===== src/rtl/cordic_phase_seq.sv =====
// Phase-accumulator angle sequencer that drives a CORDIC sin/cos core and
// registers each completed cos/sin sample. It supports bursts of a fixed length
// or continuous operation until stop. It aborts with a sticky error if the
// CORDIC stalls.
module cordic_phase_seq #(
    parameter int unsigned ANG_W   = 11,
    parameter int unsigned ANG_MOD = 1024,
    parameter int unsigned OUT_W   = 13,
    parameter int unsigned CNT_W   = 16,
    parameter int unsigned TMO_CYC = 64
) (
    input  logic             clk,
    input  logic             rst_n,
    input  logic             clk_vld,
    input  logic             soft_rst,
    input  logic             start,
    input  logic             stop,
    input  logic [ANG_W-1:0] phase_init,
    input  logic [ANG_W-1:0] phase_step,
    input  logic [CNT_W-1:0] burst_len,
    output logic             busy,
    output logic             done,
    output logic             timeout_err,
    output logic             cordic_trig,
    output logic [ANG_W-1:0] cordic_a,
    input  logic             cordic_vld,
    input  logic [OUT_W-1:0] cordic_cos,
    input  logic [OUT_W-1:0] cordic_sin,
    output logic             smp_vld,
    output logic [OUT_W-1:0] smp_cos,
    output logic [OUT_W-1:0] smp_sin,
    output logic [CNT_W-1:0] smp_idx
);

    localparam int unsigned TMO_W = $clog2(TMO_CYC + 1);
    localparam logic [ANG_W:0]   MOD_V   = (ANG_W + 1)'(ANG_MOD);
    localparam logic [TMO_W-1:0] TMO_MAX = TMO_W'(TMO_CYC - 1);

    typedef enum logic [1:0] {
        S_IDLE,
        S_TRIG,
        S_WAIT_HI,
        S_WAIT_LO
    } state_e;

    state_e           state_q, state_d;
    logic [ANG_W-1:0] acc_q, acc_d;
    logic [ANG_W-1:0] step_q, step_d;
    logic [CNT_W-1:0] len_q, len_d;
    logic [CNT_W-1:0] cnt_q, cnt_d;
    logic [TMO_W-1:0] tmo_q, tmo_d;
    logic             stop_pend_q, stop_pend_d;
    logic             busy_q, busy_d;
    logic             done_q, done_d;
    logic             tmo_err_q, tmo_err_d;
    logic             trig_q, trig_d;
    logic [ANG_W-1:0] a_q, a_d;
    logic             smp_vld_q, smp_vld_d;
    logic [OUT_W-1:0] cos_q, cos_d;
    logic [OUT_W-1:0] sin_q, sin_d;
    logic [CNT_W-1:0] idx_q, idx_d;

    logic [ANG_W:0]   acc_sum;
    logic [ANG_W-1:0] acc_next;
    logic [CNT_W-1:0] cnt_inc;
    logic             last_smp;

    // Next angle reduced modulo one full turn, and end-of-burst detection.
    always_comb begin
        acc_sum  = {1'b0, acc_q} + {1'b0, step_q};
        acc_next = ANG_W'((acc_sum >= MOD_V) ? (acc_sum - MOD_V) : acc_sum);
        cnt_inc  = cnt_q + CNT_W'(1);
        last_smp = (len_q != '0) && (cnt_inc == len_q);
    end

    // Next-state logic and registered-output values.
    always_comb begin
        state_d     = state_q;
        acc_d       = acc_q;
        step_d      = step_q;
        len_d       = len_q;
        cnt_d       = cnt_q;
        tmo_d       = tmo_q;
        stop_pend_d = stop_pend_q | ((state_q != S_IDLE) & stop);
        done_d      = 1'b0;
        tmo_err_d   = tmo_err_q;
        trig_d      = 1'b0;
        a_d         = a_q;
        smp_vld_d   = 1'b0;
        cos_d       = cos_q;
        sin_d       = sin_q;
        idx_d       = idx_q;

        unique case (state_q)
            S_IDLE: begin
                stop_pend_d = 1'b0;
                if (start) begin
                    acc_d     = phase_init;
                    step_d    = phase_step;
                    len_d     = burst_len;
                    cnt_d     = '0;
                    tmo_err_d = 1'b0;
                    trig_d    = 1'b1;
                    a_d       = phase_init;
                    state_d   = S_TRIG;
                end
            end
            S_TRIG: begin
                tmo_d   = '0;
                state_d = S_WAIT_HI;
            end
            S_WAIT_HI: begin
                if (cordic_vld) begin
                    tmo_d   = '0;
                    state_d = S_WAIT_LO;
                end else if (tmo_q == TMO_MAX) begin
                    tmo_err_d   = 1'b1;
                    done_d      = 1'b1;
                    stop_pend_d = 1'b0;
                    state_d     = S_IDLE;
                end else begin
                    tmo_d = tmo_q + TMO_W'(1);
                end
            end
            S_WAIT_LO: begin
                if (!cordic_vld) begin
                    cos_d     = cordic_cos;
                    sin_d     = cordic_sin;
                    idx_d     = cnt_q;
                    smp_vld_d = 1'b1;
                    acc_d     = acc_next;
                    cnt_d     = cnt_inc;
                    // A stop arriving on the completion cycle itself still ends the burst.
                    if (last_smp || stop_pend_q || stop) begin
                        done_d      = 1'b1;
                        stop_pend_d = 1'b0;
                        state_d     = S_IDLE;
                    end else begin
                        trig_d  = 1'b1;
                        a_d     = acc_next;
                        state_d = S_TRIG;
                    end
                end else if (tmo_q == TMO_MAX) begin
                    tmo_err_d   = 1'b1;
                    done_d      = 1'b1;
                    stop_pend_d = 1'b0;
                    state_d     = S_IDLE;
                end else begin
                    tmo_d = tmo_q + TMO_W'(1);
                end
            end
            default: state_d = S_IDLE;
        endcase

        busy_d = (state_d != S_IDLE);
    end

    // State and output registers; soft_rst acts on every edge, all else gated by clk_vld.
    always_ff @(posedge clk or negedge rst_n) begin
        if (!rst_n) begin
            state_q     <= S_IDLE;
            acc_q       <= '0;
            step_q      <= '0;
            len_q       <= '0;
            cnt_q       <= '0;
            tmo_q       <= '0;
            stop_pend_q <= 1'b0;
            busy_q      <= 1'b0;
            done_q      <= 1'b0;
            tmo_err_q   <= 1'b0;
            trig_q      <= 1'b0;
            a_q         <= '0;
            smp_vld_q   <= 1'b0;
            cos_q       <= '0;
            sin_q       <= '0;
            idx_q       <= '0;
        end else if (soft_rst) begin
            state_q     <= S_IDLE;
            acc_q       <= '0;
            step_q      <= '0;
            len_q       <= '0;
            cnt_q       <= '0;
            tmo_q       <= '0;
            stop_pend_q <= 1'b0;
            busy_q      <= 1'b0;
            done_q      <= 1'b0;
            tmo_err_q   <= 1'b0;
            trig_q      <= 1'b0;
            a_q         <= '0;
            smp_vld_q   <= 1'b0;
            cos_q       <= '0;
            sin_q       <= '0;
            idx_q       <= '0;
        end else if (clk_vld) begin
            state_q     <= state_d;
            acc_q       <= acc_d;
            step_q      <= step_d;
            len_q       <= len_d;
            cnt_q       <= cnt_d;
            tmo_q       <= tmo_d;
            stop_pend_q <= stop_pend_d;
            busy_q      <= busy_d;
            done_q      <= done_d;
            tmo_err_q   <= tmo_err_d;
            trig_q      <= trig_d;
            a_q         <= a_d;
            smp_vld_q   <= smp_vld_d;
            cos_q       <= cos_d;
            sin_q       <= sin_d;
            idx_q       <= idx_d;
        end
    end

    assign busy        = busy_q;
    assign done        = done_q;
    assign timeout_err = tmo_err_q;
    assign cordic_trig = trig_q;
    assign cordic_a    = a_q;
    assign smp_vld     = smp_vld_q;
    assign smp_cos     = cos_q;
    assign smp_sin     = sin_q;
    assign smp_idx     = idx_q;

endmodule


===== config.mk =====
export PLATFORM = sky130hd
export DESIGN_NAME = cordic_phase_seq
export DESIGN_NICKNAME = d
export VERILOG_FILES = /design/src/rtl/cordic_phase_seq.sv
export SDC_FILE = /design/constraint.sdc
export NUM_CORES = 1
export LEC_CHECK = 0
export CAP_MARGIN = 40
export CORE_AREA = 2 2 145 105
export CTS_CLUSTER_DIAMETER = 100
export DETAILED_ROUTE_END_ITERATION = 8
export DIE_AREA = 0 0 147 107
export PLACE_DENSITY = 0.7
export SYNTH_ARGS = -nofsm -noshare
export SYNTH_HDL_FRONTEND = slang
export SYNTH_SLANG_ARGS = --single-unit

===== constraint.sdc =====
create_clock -name clk -period 7.25 [get_ports clk]
set_input_delay 1.8125 -clock clk [delete_from_list [all_inputs] [get_ports clk]]
set_output_delay 1.8125 -clock clk [all_outputs]
set_load 0.03 [all_outputs]

-- Yosys cells after proc, flatten, opt, wreduce, memory -nomap -nowiden
Cells that the tools add are included.
W data, S select, Z words.
- bits of input ports: 71
- output and inout port bits: 58
- register bits: 122
- logic and storage cells: 137
- multiplexer cells: 83
- $add $sub $neg: 4
- equality and inequality tests: 11
- reductions and logical operators: 20
- $lt $le $gt $ge: 1
- bitwise gates (word level): 2
- operator list (cell ; number):
    $mux W16 ; 12
    $mux W11 ; 13
    $mux W13 ; 8
    $pmux W11 S2 ; 2
    $mux W7 ; 5
    $pmux W16 S2 ; 1
    $mux W1 ; 30
    $pmux W7 S3 ; 1
    $add A16 B1 Y16 const B ; 1
    $eq A16 B16 Y1 ; 1
    $reduce_bool A16 Y1 ; 1
    $ne A3 B3 Y1 const B ; 5
    $add A11 B11 Y12 ; 1
    $ge A12 B11 Y1 const B ; 1
    $mux W2 ; 6
    $reduce_bool A2 Y1 ; 6
    $sub A11 B11 Y11 const B ; 1
    $reduce_and A5 Y1 ; 2
    $reduce_and A3 Y1 ; 3
    $pmux W2 S4 ; 1
    $reduce_bool A4 Y1 ; 2
    $add A7 B1 Y7 const B ; 1
    $eq A7 B6 Y1 const B ; 1
    $pmux W1 S3 ; 2
    other kinds (11) ; 14

-- Logic depth before layout (Yosys ltp)
- depth after elaboration: 11
- mapped depth: 10
- mapped depth without buffers: 10

-- Worst setup path after synthesis
No wires, ideal clock.
- path kind: input to register
- start: input port cordic_vld
- end: register acc_q[0]
- data arrival time: 3184 ps
- buffers on the path: 2
- data required time: 7125 ps
- library setup time: 125 ps
- path slack: 3942 ps
- stages: 6
- path through: nand2b_1 > o21ai_0 > a31oi_1 > clkbuf_1 > clkbuf_1 > mux2_2
- cells in the longest elaborated chain, start to end: 2
- ends and longest elaborated chain (what ; RTL line ; source):
    from (decl) ; 26 ; input logic cordic_vld,
    $ne A3 B3 Y1 (no source line) ; -- ;
    $reduce_and A4 Y1 (no source line) ; -- ;
    to (signal assigned) ; 162 ; acc_q <= '0;
    to (signal assigned) ; 179 ; acc_q <= '0;
    to (signal assigned) ; 196 ; acc_q <= acc_d;
    to (decl) ; 47 ; logic [ANG_W-1:0] acc_q, acc_d;
Every way passes these cells.
A chain may end at the register's enable or synchronous reset.

-- Worst setup path in the final report
- start: input port cordic_vld
- end: register a_q[0] (netlist: cordic_a[0])
- cells in the longest elaborated chain, start to end: 2
- ends and longest elaborated chain (what ; RTL line ; source):
    $ne A3 B3 Y1 (no source line) ; -- ;
    $reduce_and A5 Y1 (no source line) ; -- ;
    to (signal assigned) ; 172 ; a_q <= '0;
    to (signal assigned) ; 189 ; a_q <= '0;
    to (signal assigned) ; 206 ; a_q <= a_d;
    to (decl) ; 57 ; logic [ANG_W-1:0] a_q, a_d;
Every way passes these cells.

==> Implementation_results.wiki <==
{| class="wikitable"
! Metric !! Value
|-
| Synthesis-stage register bit count || ~120
|-
| Post-synth top flop || sky130_fd_sc_hd__dfrtp_1
|-
| Final count of pins violating max slew || 0
|-
| Number of CTS-inserted buffers || 17
|-
| Vias in the first global route || 5213
|-
| Initial standard-cell utilization of the core || 44.08%
|-
| Min-delay worst type || reg -> reg
|-
| TritonCTS Sinks || between 100 and 150
|-
| Post-Layout Inst Area || around 0.0083 mm2
|-
| Post-route antenna net violation count || 0
|-
| Count of port buffers added during placement || roughly 130
|-
| Synthesized netlist net count || about 670
|-
| Ys async rst share || 100.0%
|-
| GRT Resource Usage Total || around a fifth
|-
| Mean number of vias per cell || around 5.6
|-
| Leading cell type in the layout, fill and taps excluded || sky130_fd_sc_hd__clkdlybuf4s50_1
|-
| Highest Clock Rate || approximately 250 MHz
|-
| Number of H-tree branching levels || 4
|-
| CP Max Fanout || 39
|-
| Average wire per cell in the routed design || 17.89 um
|-
| Top library cells by usage in the layout, fill and taps aside || 127 x sky130_fd_sc_hd__clkdlybuf4s50_1, 122 x sky130_fd_sc_hd__dfrtp_1, 68 x sky130_fd_sc_hd__a22o_1, 38 x sky130_fd_sc_hd__nor2_1, 37 x sky130_fd_sc_hd__o21ai_0
|-
| First-pass GRT wire length || between 20000 and 30000 um
|-
| Routability congestion estimate from global placement || 0.8882
|-
| Worst R2R Start || cnt_q[4]
|-
| Setup violations, final || 0
|-
| Setup fix buffers added after clock tree synthesis || 0
|-
| Status || completed
|-
| Yosys warns || 0
|-
| Core region area || 0.01435 mm2
|-
| Simple-gate share of the synthesized area || roughly an eighth
|-
| Setup Total Neg Slack || 0 ps
|-
| Vias post-DR || around 5100
|-
| Detailed Place HPWL || 11270 um
|-
| Type of origin of the critical path || input port
|-
| Root buffer selected by CTS || sky130_fd_sc_hd__clkbuf_16
|-
| Max Buffers Root-to-Sink || 2
|-
| Total wirelength of the detailed-routed design || roughly 16000 um
|-
| Cells resized by post-CTS repair || 0
|-
| Number of enable flip-flop cells after synthesis || 0
|-
| Syn-to-layout area delta || 31.51%
|-
| Hold path start || acc_q[9]
|-
| Synthesized area divided by synthesized cell count || roughly 11 um2
|-
| Antenna Cells || 0
|-
| Boundary pin count || approximately 130
|-
| Setup repair after global routing missed its margin || false
|-
| Post-cts hold buffer count || 0
|-
| Gate count of the mapped netlist || between 500 and 600
|-
| Arr. time, crit path || 4330 ps
|-
| Unique masters post-synth || roughly 70
|-
| Initial detailed-routing violation count || approximately 370
|-
| Worst Setup End Kind || flop
|-
| Height of the chip || between 100 and 150 um
|-
| Reg clk slew, reported paths || 60 ps
|-
| Die outline area || 0.01573 mm2
|-
| Transition at the pin with the smallest max-transition slack || 914.1 ps
|-
| Share of layout cells above drive strength 1 || 11.51%
|-
| First-pass iteration count of the detailed router || 5
|-
| Clock latency reported for the late side of the worst-skew pair || 420 ps
|-
| Max_cap viols || 0
|-
| Worst slack on hold paths || ~500 ps
|-
| Antenna violations before repair || 0
|-
| Fraction of synthesized area in multiplexers || 4.490%
|-
| Share of the core filled with cells || 57.97%
|-
| Final critical path time including I/O delays and setup || 4034 ps
|-
| Main combinational cell family by area after synthesis || compound AO/OA/AOI/OAI gates
|-
| Final Hold Vio Count || 0
|-
| Crit path required time || about 7500 ps
|-
| Startpoint of the most critical setup path || cordic_vld
|-
| GRT Residual Overflow || 0
|-
| TritonCTS clock tree || built
|-
| DRC violations left || 0
|-
| Total cell area at the placement stage || roughly 0.0077 mm2
|-
| Post-synthesis compound-gate area fraction || about 22%
|-
| Largest net degree at the start of global routing || between 60 and 70
|-
| Leak Pwr || about 3.6 nW
|-
| Critical setup path kind || in -> reg
|-
| Final worst clock skew || 12.85 ps
|-
| Final cycle utilization of the critical path || between 50 and 60%
|-
| Synthesized-area fraction occupied by adder cells || under 10%
|-
| Share of the synthesized netlist area taken by xor and xnor gates || under 10%
|-
| Area of the mapped netlist || 0.006326 mm2
|-
| Fillers || 1199
|-
| Sequential standard cell area || 0.003053 mm2
|-
| Area occupied by multi-input gates || ~0.003 mm2
|-
| Sequential share of the synthesized area || around half
|-
| # nets final || just under 800
|-
| Worst slew margin relative to its limit || 39.06%
|-
| Maximum ir drop on the vdd rail || between 150 and 200 uV
|-
| DIE WIDTH || 147 um
|-
| Number of placement rows || 37
|-
| Power density cells || roughly 220 mW/mm2
|}
[worst max-delay path: stages]
cell and delay [ps]:
sky130_fd_sc_hd__clkdlybuf4s50_1 590, sky130_fd_sc_hd__nand2b_1 250, sky130_fd_sc_hd__o21ai_0 160, sky130_fd_sc_hd__a31oi_2 230, sky130_fd_sc_hd__buf_4 400, sky130_fd_sc_hd__nor3_1 100, sky130_fd_sc_hd__a21oi_2 210, sky130_fd_sc_hd__buf_6 210
sky130_fd_sc_hd__mux2_2 350
[through the flow]
step / setup slack (ps) / std cells / total power [mW]
global route: 3070 / 899 / 1.865
global placement: 2502 / 863 / 0.9303
finish: 3216 / 899 / 1.799
floorplan: 3942 / 578 / 0.8405
detailed placement: 2450 / 866 / 0.9377
CTS: 2881 / 898 / 1.810
[kinds of logic (layout without fill, tap and decap cells)]
group	count (synthesis)	after routing
buffers and inverters	55	181
muxes	23	23
adders and majority gates	18	18
DFF	122	122
xor gates and xnor gates	26	26
AOI/OAI and AO/OA	189	189
and+or+nand+nor	145	145
[power by group]
part	leakage [nW]	total [mW]	internal (mW)	switching, mW
sequential	1.67	0.722	0.703	0.0186
combinational	1.60	0.205	0.100	0.105
clock	0.292	0.872	0.521	0.351
[per-layer routing]
layer  part of all wire [%]  vias up  track usage, %
met5                      0        -               0
met4                    2.0        0           8.036
met3                    6.1       32           5.234
met2                     45      170           32.96
met1                     47     2451           29.09
li1                       -     2399               -
[area by class of cell]
class	count	area share [%]
inverter	12	0.5414
timing repair buffer	137	16.80
multi-input combinational	401	35.76
clock inverter	15	2.151
sequential	122	36.70
clock buffer	17	5.114
tap	195	2.933
[state kept, by name, indices dropped and copies added (netlist names)]
signal,flops
acc_q,11
state_q,2
smp_idx,16
smp_vld,1
cordic_a,11
done,1
busy,1
stop_pend_q,1
cordic_trig,1
smp_sin,13
len_q,16
cnt_q,16
smp_cos,13
step_q,11
timeout_err,1
tmo_q,7
[cells in the mapped netlist, drive strengths merged, types with 3 or more instances]
cell type	n	area [um2]
dfrtp	122	3053
a22o	69	605.6
nor2	38	142.6
o21ai	37	185.2
clkbuf	33	185.2
nand2	28	105.1
ha	17	212.7
xnor2	17	148.9
a21oi	16	83.83
mux2	16	214.0
nand3	16	105.1
inv	12	45.04
nor3	12	60.06
o31ai	12	90.09
a31oi	10	62.56
nand2b	10	62.56
buf	9	70.06
xor2	9	78.83
a211oi	8	60.06
nand4	8	65.06
mux2i	7	70.07
nor2b	7	43.79
o2111ai	6	58.80
nor4	5	31.28
or3	5	32.53
a21o	4	30.03
and4	4	36.29
o21a	4	30.03
and2	3	20.02
o41ai	3	26.28
[path summary, 6_finish.rpt]
| kind | slack [ps] | to | depth (start not counted) |
|---|---|---|---|
| worst max-delay path | 3220 | cordic_a[0] | 9 |
| worst max register to register | 3680 | cordic_a[0] | 8 |
| worst min register to register | 490 | acc_q[9] | 2 |
| worst min-delay path | 490 | acc_q[9] | 2 |
| min in group asynchronous | 1380 | smp_cos[7] | 1 |
| max in group asynchronous | 4860 | cordic_a[9] | 3 |
No activity file was read; power rests on OpenSTA's default activity.
